<file path="src/rtl/pipe_ctrl_pkg.sv">
// Shared types for the pipeline stall/flush sequencer: register index type,
// the x0 constant and the sequencer state encoding.
package pipe_ctrl_pkg;

  typedef logic [4:0]  r_t;
  typedef logic [31:0] data_t;

  localparam r_t R_ZERO = 5'd0;

  typedef enum logic [2:0] {
    INIT,
    RUN,
    LU_STALL,
    DWAIT,
    DRAIN,
    HALT
  } pipe_state_t;

endpackage

</file>
<file path="src/rtl/pipe_ctrl_lu_hazard_detect.sv">
// Combinational load-use detector: the instruction in ID reads a register
// that a load currently in EX has not produced yet.
module lu_hazard_detect
  import pipe_ctrl_pkg::*;
(
  input  r_t   id_rs1,
  input  r_t   id_rs2,
  input  logic id_use_rs1,
  input  logic id_use_rs2,
  input  r_t   ex_rd,
  input  logic ex_is_load,
  output logic hazard
);

  logic rs1_hit;
  logic rs2_hit;

  assign rs1_hit = id_use_rs1 && (id_rs1 == ex_rd);
  assign rs2_hit = id_use_rs2 && (id_rs2 == ex_rd);
  assign hazard  = ex_is_load && (ex_rd != R_ZERO) && (rs1_hit || rs2_hit);

endmodule

</file>
<file path="src/rtl/pipe_ctrl.sv">
// Central stall/flush sequencer for the 5-stage pipeline.
// Optional performance counters are built when PIPE_CTRL_PERF_EN is defined.
module pipe_ctrl
  import pipe_ctrl_pkg::*;
#(
  parameter int DRAIN_CYC = 3
`ifdef PIPE_CTRL_PERF_EN
  , parameter int CNT_W = 32
`endif
) (
  input  logic clk,
  input  logic rst,
  input  r_t   id_rs1,
  input  r_t   id_rs2,
  input  logic id_use_rs1,
  input  logic id_use_rs2,
  input  r_t   ex_rd,
  input  logic ex_is_load,
  input  logic br_taken,
  input  logic imem_busy,
  input  logic dmem_busy,
  input  logic halt_req,
  input  logic resume,
  output logic pc_en,
  output logic if_id_en,
  output logic if_id_flush,
  output logic id_ex_en,
  output logic id_ex_flush,
  output logic ex_mem_en,
  output logic mem_wb_en,
  output logic halted
`ifdef PIPE_CTRL_PERF_EN
  , output logic [CNT_W-1:0] stall_cnt,
  output logic [CNT_W-1:0] flush_cnt
`endif
);

  localparam int DW = (DRAIN_CYC > 2) ? $clog2(DRAIN_CYC) : 1;

  pipe_state_t   state, state_nxt;
  logic [DW-1:0] drain_cnt, drain_nxt;
  logic          lu_hazard;

  lu_hazard_detect u_lu_hazard_detect (
    .id_rs1     (id_rs1),
    .id_rs2     (id_rs2),
    .id_use_rs1 (id_use_rs1),
    .id_use_rs2 (id_use_rs2),
    .ex_rd      (ex_rd),
    .ex_is_load (ex_is_load),
    .hazard     (lu_hazard)
  );

  always_ff @(posedge clk or posedge rst) begin
    if (rst) begin
      state     <= INIT;
      drain_cnt <= '0;
    end else begin
      state     <= state_nxt;
      drain_cnt <= drain_nxt;
    end
  end

  always_comb begin
    state_nxt   = state;
    drain_nxt   = drain_cnt;
    pc_en       = 1'b1;
    if_id_en    = 1'b1;
    if_id_flush = 1'b0;
    id_ex_en    = 1'b1;
    id_ex_flush = 1'b0;
    ex_mem_en   = 1'b1;
    mem_wb_en   = 1'b1;
    halted      = 1'b0;
    case (state)
      INIT: begin
        pc_en       = 1'b0;
        if_id_flush = 1'b1;
        id_ex_flush = 1'b1;
        state_nxt   = RUN;
      end
      // LU_STALL and a released DWAIT behave exactly like RUN for new events
      RUN, LU_STALL, DWAIT: begin
        state_nxt = RUN;
        if (dmem_busy) begin
          pc_en     = 1'b0;
          if_id_en  = 1'b0;
          id_ex_en  = 1'b0;
          ex_mem_en = 1'b0;
          mem_wb_en = 1'b0;
          state_nxt = DWAIT;
        end else if (br_taken) begin
          if_id_flush = 1'b1;
          id_ex_flush = 1'b1;
        end else if (lu_hazard) begin
          pc_en       = 1'b0;
          if_id_en    = 1'b0;
          id_ex_flush = 1'b1;
          state_nxt   = LU_STALL;
        end else if (halt_req) begin
          pc_en       = 1'b0;
          if_id_flush = 1'b1;
          drain_nxt   = DW'(DRAIN_CYC - 1);
          state_nxt   = DRAIN;
        end else if (imem_busy) begin
          pc_en       = 1'b0;
          if_id_flush = 1'b1;
        end
      end
      DRAIN: begin
        pc_en = 1'b0;
        if (dmem_busy) begin
          if_id_en  = 1'b0;
          id_ex_en  = 1'b0;
          ex_mem_en = 1'b0;
          mem_wb_en = 1'b0;
        end else begin
          if_id_flush = 1'b1;
          if (drain_cnt == '0) state_nxt = HALT;
          else drain_nxt = drain_cnt - DW'(1);
        end
      end
      HALT: begin
        pc_en     = 1'b0;
        if_id_en  = 1'b0;
        id_ex_en  = 1'b0;
        ex_mem_en = 1'b0;
        mem_wb_en = 1'b0;
        halted    = 1'b1;
        if (resume) state_nxt = INIT;
      end
      default: state_nxt = INIT;
    endcase
  end

`ifdef PIPE_CTRL_PERF_EN
  logic stall_ev;
  logic br_act;

  assign stall_ev = !pc_en && (state != HALT) && (state != INIT);
  assign br_act   = ((state == RUN) || (state == LU_STALL) || (state == DWAIT))
                    && !dmem_busy && br_taken;

  // Saturating counters; they stick at all-ones rather than wrap
  always_ff @(posedge clk or posedge rst) begin
    if (rst) begin
      stall_cnt <= '0;
      flush_cnt <= '0;
    end else begin
      if (stall_ev && (stall_cnt != '1)) stall_cnt <= stall_cnt + CNT_W'(1);
      if (br_act && (flush_cnt != '1))   flush_cnt <= flush_cnt + CNT_W'(1);
    end
  end
`else
  // Default build carries no counter state.
`endif

endmodule

</file>
<file path="config.mk">
export PLATFORM = sky130hd
export DESIGN_NAME = pipe_ctrl
export DESIGN_NICKNAME = d
export VERILOG_FILES = /design/src/rtl/pipe_ctrl_pkg.sv /design/src/rtl/pipe_ctrl_lu_hazard_detect.sv /design/src/rtl/pipe_ctrl.sv
export SDC_FILE = /design/constraint.sdc
export NUM_CORES = 1
export LEC_CHECK = 0
export CORE_UTILIZATION = 37
export DETAILED_ROUTE_END_ITERATION = 10
export PLACE_DENSITY = 0.79
export SYNTH_ARGS = -nofsm -noshare
export SYNTH_HDL_FRONTEND = slang
export SYNTH_SLANG_ARGS = --single-unit
</file>
<file path="constraint.sdc">
create_clock -name clk -period 2.4 [get_ports clk]
set_input_delay 0.48 -clock clk [delete_from_list [all_inputs] [get_ports clk]]
set_output_delay 0.48 -clock clk [all_outputs]
set_load 0.02 [all_outputs]
</file>
* Word level (Yosys, flattened, before mapping) *
Index checks and enable logic that the tools add are counted.

word-level totals
  register bits after elaboration = 5
  bits of input ports = 25
  output and inout bits = 8
  word-level logic and storage cells = 70

cells by class
  add/subtract/negate cells = 1
  equality and inequality tests = 15
  multiplexer cells = 38
  reduce and logical (&&, ||, !) cells = 14

operator list
  operator                                          count
  two-way mux 3 bit                                 7
  two-way mux 1 bit                                 18
  != test 2 bit, second input constant              8
  two-way mux 2 bit                                 6
  one-hot mux 3 bit (4 select lines)                1
  == test 5 bit                                     2
  AND reduction 7 bit                               1
  == test 3 x 2 -> 1 bit, second input constant     2
  == test 3 bit, second input constant              2
  one-hot mux 1 bit (2 select lines)                3
  one-hot mux 1 bit (3 select lines)                2
  OR reduction 3 bit                                2
  nonzero test 5 bit                                1
  logical AND 1 bit                                 4
  one-hot mux 2 bit (2 select lines)                1
  OR reduction 4 bit                                1
  == test 3 x 1 -> 1 bit, second input constant     1
  logical NOT 3 bit                                 1
  AND reduction 3 bit                               1
  logical NOT 2 bit                                 1
  nonzero test 2 bit                                1
  subtractor 2 x 1 -> 2 bit, second input constant  1
  logical OR 1 bit                                  1

* Longest topological paths before layout *
Gate-level depths: netlist (run 1).

  word-level depth = 8
  depth in mapped cells = 6
  gate-level depth less buffers = 6

* By module *
Synthesis (run 1) repeated with hierarchy kept, for this count alone.

unflattened totals
  cells, all modules = 70
  area, all modules = 576.8 sq um

modules (own cells, without submodules)
  module            times used  cells an instance  area each (sq um)  sequential area each (sq um)
  pipe_ctrl         1           53                 442.9              125.1
  lu_hazard_detect  1           17                 133.9              0.0

* Least setup slack after synthesis (run 1) *
OpenSTA, ideal clock, no wires.

  kind = input-to-output
  from = input port ex_rd[0]
  to = output port if_id_flush
  data arrival time = 1,739 ps
  data required time = 1,920 ps
  setup slack = 181 ps
  stages = 4
  path buffers = 0
  path through = or4_1 -> o21ai_2 -> o22ai_1 -> a21oi_1

between the ends
  word-level cells in the longest chain between the ends = 8
  elaborated cells between the ends (all ways) = 12
  classes of those cells = 2 x eq/ne; 4 x mux; 6 x reduce/logical

RTL lines
  item                                    line                                                                RTL
  start, declared                         pipe_ctrl.sv:17                                                     input r_t ex_rd,
  == test 5 bit (on tied branches)        pipe_ctrl_lu_hazard_detect.sv:18, pipe_ctrl_lu_hazard_detect.sv:19
  logical AND 1 bit (on tied branches)    pipe_ctrl_lu_hazard_detect.sv:18, pipe_ctrl_lu_hazard_detect.sv:19
  logical OR 1 bit                        pipe_ctrl_lu_hazard_detect.sv:20                                    assign hazard = ex_is_load && (ex_rd != R_ZERO) && (rs1_hit || rs2_hit);
  logical AND 1 bit (*)                   pipe_ctrl_lu_hazard_detect.sv:20
  two-way mux 1 bit (*)                   pipe_ctrl.sv:95                                                     end else if (lu_hazard) begin
  two-way mux 1 bit (*)                   pipe_ctrl.sv:92                                                     end else if (br_taken) begin
  two-way mux 1 bit (*)                   pipe_ctrl.sv:85                                                     if (dmem_busy) begin
  one-hot mux 1 bit (3 select lines) (*)  pipe_ctrl.sv:75                                                     case (state)
  end, declared                           pipe_ctrl.sv:26                                                     output logic if_id_flush,

Mark *: on every way between the ends. The rest lies on a longest branch, timed or not.

* Final worst setup path (run 1) *
  from = input port ex_rd[4]
  to = output port pc_en

between the ends
  word-level cells in the longest chain between the ends = 8
  elaborated cells between the ends (all ways) = 12
  classes of those cells = 2 x eq/ne; 4 x mux; 6 x reduce/logical

RTL lines
  item                                    line                                                                RTL
  == test 5 bit (on tied branches)        pipe_ctrl_lu_hazard_detect.sv:18, pipe_ctrl_lu_hazard_detect.sv:19
  logical AND 1 bit (on tied branches)    pipe_ctrl_lu_hazard_detect.sv:18, pipe_ctrl_lu_hazard_detect.sv:19
  logical OR 1 bit                        pipe_ctrl_lu_hazard_detect.sv:20
  logical AND 1 bit (*)                   pipe_ctrl_lu_hazard_detect.sv:20
  two-way mux 1 bit (*)                   pipe_ctrl.sv:95
  two-way mux 1 bit (*)                   pipe_ctrl.sv:92
  two-way mux 1 bit (*)                   pipe_ctrl.sv:85
  one-hot mux 1 bit (2 select lines) (*)  pipe_ctrl.sv:75
  end, declared                           pipe_ctrl.sv:24                                                     output logic pc_en,

Marked as above.

==> results of run 1 <==
==> placed cells by master, fill, tap and decap left out, types with 2 or more instances in the layout <==
| cell type | netlist | final |
|---|---|---|
| sky130_fd_sc_hd__a31oi_1 | 2 | 2 |
| sky130_fd_sc_hd__o22ai_1 | 3 | 2 |
| sky130_fd_sc_hd__clkbuf_4 | 0 | 3 |
| sky130_fd_sc_hd__buf_4 | 2 | 18 |
| sky130_fd_sc_hd__nor2_1 | 7 | 7 |
| sky130_fd_sc_hd__clkdlybuf4s15_1 | 0 | 2 |
| sky130_fd_sc_hd__xor2_1 | 8 | 7 |
| sky130_fd_sc_hd__a21oi_1 | 4 | 3 |
| sky130_fd_sc_hd__nor3_1 | 3 | 3 |
| sky130_fd_sc_hd__dlygate4sd2_1 | 0 | 10 |
| sky130_fd_sc_hd__inv_1 | 7 | 7 |
| sky130_fd_sc_hd__buf_2 | 1 | 4 |
| sky130_fd_sc_hd__nor4_2 | 0 | 3 |
| sky130_fd_sc_hd__nand2_1 | 5 | 5 |
| sky130_fd_sc_hd__clkdlybuf4s50_1 | 0 | 9 |
| sky130_fd_sc_hd__dfrtp_1 | 5 | 5 |
| sky130_fd_sc_hd__buf_6 | 0 | 4 |
| sky130_fd_sc_hd__dlymetal6s2s_1 | 0 | 2 |
==> repair_timing <==
action | 4_1_cts | 5_1_grt
setup buffers | 2 | 1
endpoints found under the setup margin | 7 | 4
gates resized for setup | 58 | 14
pin swaps | 10 | 12
cloned | 0 | 0
hold buffers | 0 | 0
==> worst max-delay path, delay by kind of cell <==
family / cells / cell delay (ns)
buffers and inverters: 4 / 0.55
AO/OA/AOI/OAI: 3 / 0.39
AND/OR/NAND/NOR: 1 / 0.30
XOR/XNOR: 1 / 0.16
==> per-stage QoR <==
| step | utilization (%) | setup WS [ns] |
|---|---|---|
| floorplan | - | 0.1806 |
| global placement | 73.63 | -0.7218 |
| detailed placement | 73.63 | -0.7761 |
| CTS | 78.21 | -0.002623 |
| global route | 80.49 | -0.02674 |
| finish | 80.49 | 0.02922 |
==> state kept, by name, summed over array words and instances, names as in the netlist <==
signal     count
drain_cnt      2
state          3
==> logic make-up (layout without fill, tap and decap cells) <==
logic type | after synthesis | in the layout | synth area share [%]
adders and majority gates | 1 | 1 | 2.193
AOI/OAI and AO/OA | 21 | 21 | 28.51
and+or+nand+nor | 26 | 26 | 23.25
buffers and inverters | 11 | 62 | 8.771
DFF | 5 | 5 | 21.93
xor gates and xnor gates | 10 | 10 | 15.35
==> cell type report <==
cell class                      instances  area share, %
Inverter                                7          2.389
Sequential cell                         5          11.38
Clock buffer                            4          2.389
Multi-Input combinational cell         58          41.30
Tap cell                               15          1.706
Timing Repair Buffer                   51          40.84
==> worst paths after layout <==
| check | startpoint | to | cells after the start |
|---|---|---|---|
| worst max register to register | state[1] | drain_cnt[0] | 5 |
| min in group clk | drain_cnt[1] | drain_cnt[1] | 2 |
| worst min-delay path | rst | state[2] | 2 |
| max in group asynchronous | rst | drain_cnt[1] | 2 |
| worst max-delay path | ex_rd[4] | pc_en | 9 |
| worst min register to register | drain_cnt[1] | drain_cnt[1] | 2 |
==> power breakdown <==
group / internal [mW] / total (mW) / switching (mW)
clock: 0.0627 / 0.0953 / 0.0326
combinational: 0.139 / 0.280 / 0.141
sequential: 0.0983 / 0.112 / 0.0133
==> per-layer routing <==
layer	vias to the layer above	part of all wire, %	global-route usage, %
met2	37	54	51.56
met4	0	0	0
met5	-	0	0
li1	371	-	-
met3	0	5.9	7.065
met1	343	40	26.45
==> load_flow_metrics.sql, run 1 <==
INSERT INTO impl_metrics (metric_group, metric, value, unit) VALUES
('setup_path', 'critPathMaxFanout', '4', ''),
('timing', 'setup-tns-final', '0', 'ns'),
('timing', 'timing.hold.ws', '0.4426', 'ns'),
('clock_tree', 'tritoncts', 'yes', ''),
('timing', 'maxSlewHeadroom', '77.66', '%'),
('timing', 'finClkSkew', '0.001559', 'ns'),
('clock_tree', 'clk_pin_slew_worst_paths', '0.04', 'ns'),
('setup_path', 'ff2ff_setup_slack', '0.80', 'ns'),
('route', 'drtAntennaViolNets', '0', ''),
('yosys', 'cell_types_occupying_the_most_area_after_synthesis', 'sky130_fd_sc_hd__dfrtp_1, sky130_fd_sc_hd__xor2_1, sky130_fd_sc_hd__inv_1', ''),
('yosys', 'synth_enable_flop_cells', '0', ''),
('yosys', 'yosys.area.top_type', 'sky130_fd_sc_hd__dfrtp_1', ''),
('route', 'initialDrtViolationCount', '17', ''),
('yosys', 'post_synth_most_frequent_cells', 'sky130_fd_sc_hd__xor2_1, sky130_fd_sc_hd__inv_1, sky130_fd_sc_hd__nor2_1', ''),
('yosys', 'synth_top_cell_area_share', '21.93', '%'),
('die', 'die_height', '41.27', 'um'),
('status', 'result_of_the_run', 'finished clean', ''),
('yosys', 'sequential_to_total_area_share_from_yosys_stat', '21.93', '%'),
('route', 'routed_wire_length_per_instance', '13.59', 'um'),
('yosys', 'most_frequent_cell_after_synthesis', 'sky130_fd_sc_hd__xor2_1', ''),
('setup_path', 'timing_worst_setup_path_type', 'in -> out', ''),
('power', 'power_total', '0.4873', 'mW'),
('global_route', 'gr-usage-all-layers', '25.28', '%'),
('setup_path', 'critical_path.cell_chain', 'buf_8 > buf_6 > xor2_2 > nor4_2 > a32oi_2 > buf_4 > o21ai_2 > o22ai_1 > buf_4', ''),
('route', 'via_count', '751', ''),
('timing', 'fin_crit_sh', '98.78', '%'),
('yosys', 'synth-warning-count', '0', ''),
('clock_tree', 'ctsHtreeMaxLevel', '1', ''),
('global_route', 'antenna_found_initial', '0', ''),
('yosys', 'async_flop_share', '100.0', '%'),
('cells_and_area', 'nets', '152', ''),
('global_route', 'grt_overflow', '0', ''),
('timing', 'min_period', '2.371', 'ns'),
('power', 'vdd_drop_max', '303.3', 'uV'),
('die', 'design.portCount', '33', ''),
('setup_path', 'critical_path.max_stage_delay', '0.30', 'ns'),
('place', 'io_buffers', '32', ''),
('yosys', 'postSynth.topFlopCell', 'sky130_fd_sc_hd__dfrtp_1', ''),
('cells_and_area', 'final-instance-count-excl-fill', '140', ''),
('setup_path', 'slowest_stage', 'sky130_fd_sc_hd__nor4_2', ''),
('setup_path', 'cp_data_required_time', '1.92', 'ns'),
('die', 'floorplan.core_area', '0.001366', 'mm^2'),
('yosys', 'synth.lib_cells_used.distinct', '34', ''),
('clock_tree', 'clk_latency', '0.24', 'ns'),
('global_route', 'grt_pass1_wl', '2842', 'um'),
('yosys', 'syn_area', '570.5', 'um^2'),
('setup_path', 'crit_path_start_kind', 'input pin', ''),
('clock_tree', 'cts-buffers-inserted', '3', ''),
('cells_and_area', 'layout.cell_area.non_filler', '0.001100', 'mm^2'),
('power', 'total_leakage_power', '0.5147', 'nW'),
('timing', 'rsz0062_at_grt', 'true', ''),
('place', 'placed_cell_area', '0.001006', 'mm^2'),
('place', 'place_hpwl', '1459', 'um'),
('flow_run', 'cap_viol_max_count', '0', ''),
('clock_tree', 'clock-root-buffer', 'sky130_fd_sc_hd__clkbuf_4', ''),
('die', 'die_x', '41.27', 'um'),
('setup_path', 'cp_data_arrival_time', '1.89', 'ns'),
('min_path', 'hold_path.class', 'in -> async', ''),
('timing', 'worst-slew-pin-transition', '0.3339', 'ns'),
('cells_and_area', 'drive_above_1_share', '35.20', '%'),
('die', 'floorplan.initialDensity', '41.76', '%'),
('yosys', 'synthCells', '74', ''),
('setup_path', 'most_common_cell_type_on_the_critical_path', 'sky130_fd_sc_hd__buf_4', ''),
('clock_tree', 'cts_max_path_buffers', '2', ''),
('timing', 'finalHoldViolations', '0', ''),
('global_route', 'via_count_of_the_first_global_routing_pass', '710', ''),
('cells_and_area', 'nFillCells', '96', ''),
('cells_and_area', 'num_antenna_cells', '0', ''),
('cells_and_area', 'flow.area_growth_from_synthesis', '92.76', '%'),
('yosys', 'ys_ff_latch', '5', ''),
('cells_and_area', 'multi_input_comb_area', '454.2', 'um^2');
No activity file was read; power rests on OpenSTA's default activity.
==> inputs of run 2 (changes only) <==
--- a/config.mk
+++ b/config.mk
@@ -5,6 +5,7 @@
 export SDC_FILE = /design/constraint.sdc
 export NUM_CORES = 1
 export LEC_CHECK = 0
+export CORE_MARGIN = 2
 export CORE_UTILIZATION = 37
 export DETAILED_ROUTE_END_ITERATION = 10
 export PLACE_DENSITY = 0.79
==> constraint.sdc (replaced) <==
create_clock -name clk -period 2.2 [get_ports clk]
set_input_delay 0.44 -clock clk [delete_from_list [all_inputs] [get_ports clk]]
set_output_delay 0.44 -clock clk [all_outputs]
set_load 0.02 [all_outputs]
==> load_flow_metrics.sql, run 2 (synthesized netlist as in run 1, its figures left out) <==
INSERT INTO impl_metrics (metric_group, metric, value, unit) VALUES
('timing', 'slew_viol_final', '0', ''),
('die', 'design.portCount', '33', ''),
('route', 'drcViolationCount', '0', ''),
('clock_tree', 'numClockSinks', '5', ''),
('timing', 'fin_crit_sh', '101.4', '%'),
('clock_tree', 'ctsHtreeMaxLevel', '1', ''),
('setup_path', 'critPathMaxFanout', '4', ''),
('die', 'row_count', '14', ''),
('die', 'die_x', '43.27', 'um'),
('global_route', 'grt_pass1_wl', '3167', 'um'),
('power', 'p_seq_share', '20.4', '%'),
('global_route', 'via_count_of_the_first_global_routing_pass', '733', ''),
('timing', 'worst-slew-pin-transition', '0.2963', 'ns'),
('timing', 'min_period', '2.231', 'ns'),
('route', 'routed_via_density', '5.357', ''),
('timing', 'final_critical_path_setup_slack', '-0.03050', 'ns'),
('setup_path', 'worstSetupEndpointType', 'primary output', ''),
('setup_path', 'timing_worst_setup_path_type', 'in -> out', ''),
('timing', 'maxSlewHeadroom', '80.25', '%'),
('power', 'total_leakage_power', '0.5470', 'nW'),
('cells_and_area', 'drive_above_1_share', '44.88', '%'),
('global_route', 'gr-usage-all-layers', '23.15', '%'),
('power', 'combinationalPowerShare', '58.2', '%'),
('cells_and_area', 'final-instance-count-excl-fill', '143', ''),
('place', 'place_hpwl', '1410', 'um'),
('cells_and_area', 'layout_common_cells', 'sky130_fd_sc_hd__buf_4, sky130_fd_sc_hd__buf_6, sky130_fd_sc_hd__inv_1, sky130_fd_sc_hd__clkdlybuf4s50_1, sky130_fd_sc_hd__nor2_1', ''),
('global_route', 'antenna_found_initial', '0', ''),
('cells_and_area', 'largest-register', 'state', ''),
('power', 'internal-power', '0.3477', 'mW'),
('place', 'numPlacedInstances', '138', ''),
('setup_path', 'cp_data_arrival_time', '1.79', 'ns'),
('timing', 'rsz0062_at_grt', 'true', ''),
('die', 'floorplan.core_area', '0.001471', 'mm^2'),
('cells_and_area', 'flow.area_growth_from_synthesis', '107.5', '%'),
('cells_and_area', 'nFillCells', '104', ''),
('min_path', 'hold_path.class', 'in -> async', ''),
('flow_run', 'cap_viol_max_count', '0', ''),
('power', 'power.switching_fraction', '41.37', '%'),
('power', 'power.clock.fraction', '21.5', '%'),
('clock_tree', 'clk_pin_slew_worst_paths', '0.06', 'ns'),
('clock_tree', 'ctsHoldBuffers', '0', ''),
('power', 'vdd_drop_max', '266.9', 'uV'),
('route', 'drt_wl_total', '2130', 'um'),
('setup_path', 'rr_endpoint', 'drain_cnt[0]', ''),
('setup_path', 'worst_r2r_startpoint', 'state[1]', ''),
('power', 'total_power_density_per_cell_area', '501.0', 'mW/mm^2'),
('place', 'finalWeightedCongestion', '0.8938', ''),
('cells_and_area', 'flip_flop_count_of_the_largest_register_after_layout', '3', ''),
('cells_and_area', 'most_frequent_standard_cell_in_the_layout_excluding_fill_and_tap_cells', 'sky130_fd_sc_hd__buf_4', ''),
('cells_and_area', 'layout.cell_area.non_filler', '0.001184', 'mm^2'),
('route', 'drtAntennaViolNets', '0', ''),
('power', 'total_switching_power', '0.2453', 'mW'),
('setup_path', 'crit_path_start_kind', 'input pin', ''),
('global_route', 'grt_overflow', '0', ''),
('timing', 'fmax', '0.4483', 'GHz'),
('cells_and_area', 'nets', '154', ''),
('die', 'floorplan.initialDensity', '38.78', '%'),
('clock_tree', 'clock-root-buffer', 'sky130_fd_sc_hd__clkbuf_4', ''),
('clock_tree', 'cts-buffers-inserted', '3', ''),
('setup_path', 'ff2ff_path_depth', '6', ''),
('cells_and_area', 'num_antenna_cells', '0', ''),
('timing', 'finClkSkew', '0.008495', 'ns'),
('setup_path', 'cp_data_required_time', '1.76', 'ns'),
('status', 'result_of_the_run', 'complete, but fails checks', ''),
('timing', 'finalHoldViolations', '0', ''),
('clock_tree', 'cts_max_path_buffers', '2', ''),
('global_route', 'grt_max_degree', '7', ''),
('route', 'via_count', '766', ''),
('place', 'placed_cell_area', '0.001037', 'mm^2'),
('clock_tree', 'tritoncts', 'yes', ''),
('timing', 'final-setup-viol-count', '2', ''),
('route', 'drtPass1Iterations', '4', ''),
('route', 'initialDrtViolationCount', '32', ''),
('die', 'die_area', '0.001872', 'mm^2'),
('place', 'io_buffers', '32', ''),
('route', 'routed_wire_length_per_instance', '14.90', 'um'),
('clock_tree', 'clk_latency', '0.27', 'ns'),
('die', 'die_height', '43.27', 'um'),
('cells_and_area', 'biggest_registers_after_layout', 'state (3), drain_cnt (2)', ''),
('status', 'failed_checks', 'setup timing', ''),
('setup_path', 'ff2ff_setup_slack', '0.54', 'ns');
-- run 2: changes by cell type in the layout (fill, tap and decap cells not counted), sizes merged --
cell           change
clkdlybuf4s50      -2
dlymetal6s2s       +1
clkbuf             +2
dlygate4sd2        -5
buf                +6
-- run 2: stage by stage --
stage / TNS [ns] / hold slack (ns) / worst slack [ns] / power (mW) / util (%)
after CTS: -0.07266 / 0.3793 / -0.07066 / 0.5568 / 74.15
after global routing: -0.2547 / 0.4186 / -0.1244 / 0.6282 / 80.44
after detailed placement: -4.441 / 0.5558 / -0.9018 / 0.4333 / 70.49
final: -0.03840 / 0.3773 / -0.03050 / 0.5930 / 80.44
after global placement: -4.009 / 0.5480 / -0.8447 / 0.4285 / 70.49
after floorplan: 0 / 0.2185 / 0.06056 / 0.2741 / -
-- run 2: what timing repair did --
action,in CTS,in global routing
buffers inserted,0,1
pin swaps,8,11
gates resized for setup,72,33
setup endpoints to repair,7,8
-- run 2: area by class of cell --
class                           count  area [um^2]  share of cell area [%]
Multi-Input combinational cell     58        526.8                   44.50
Clock buffer                        4        26.28                   2.220
Tap cell                           16        20.02                   1.691
Sequential cell                     5        125.1                   10.57
Inverter                            7        26.28                   2.220
Timing Repair Buffer               53        459.2                   38.79
-- run 2: per-layer routing --
metal  share of wire, %  global-route usage (%)  vias to the layer above
li1                   -                       -                      372
met1                 37                   23.96                      336
met2                 53                   42.69                       47
met3                6.5                   5.106                       11
met4                3.3                   11.52                        0
met5                  0                       0                        -
-- run 2: power by group through the flow --
| stage | Clock (mW) | Combinational [mW] | Sequential (mW) |
|---|---|---|---|
| after floorplan | 0 | 0.156 | 0.118 |
| after global placement | 0 | 0.309 | 0.119 |
| after detailed placement | 0 | 0.314 | 0.119 |
| after CTS | 0.127 | 0.312 | 0.118 |
| after global routing | 0.134 | 0.371 | 0.123 |
| final | 0.127 | 0.345 | 0.121 |
-- run 2: worst max-delay path by stage --
| stage | startpoint | depth (start not counted) | slack, ns | endpoint |
|---|---|---|---|---|
| floorplan | ex_rd[0] | 4 | 0.06 | if_id_flush |
| global placement | ex_rd[1] | 7 | -0.84 | id_ex_flush |
| detailed placement | ex_rd[1] | 7 | -0.90 | id_ex_flush |
| CTS | id_rs2[0] | 7 | -0.07 | id_ex_flush |
| global route | ex_rd[1] | 7 | -0.12 | id_ex_flush |
| finish | ex_rd[4] | 8 | -0.03 | id_ex_flush |
-- run 2: worst max-delay path: stages --
cell                      delay, ns
sky130_fd_sc_hd__buf_6         0.10
sky130_fd_sc_hd__buf_6         0.11
sky130_fd_sc_hd__xor2_2        0.15
sky130_fd_sc_hd__nor4_4        0.33
sky130_fd_sc_hd__a32oi_4       0.12
sky130_fd_sc_hd__nor4_2        0.27
sky130_fd_sc_hd__a221o_1       0.16
sky130_fd_sc_hd__buf_6         0.11
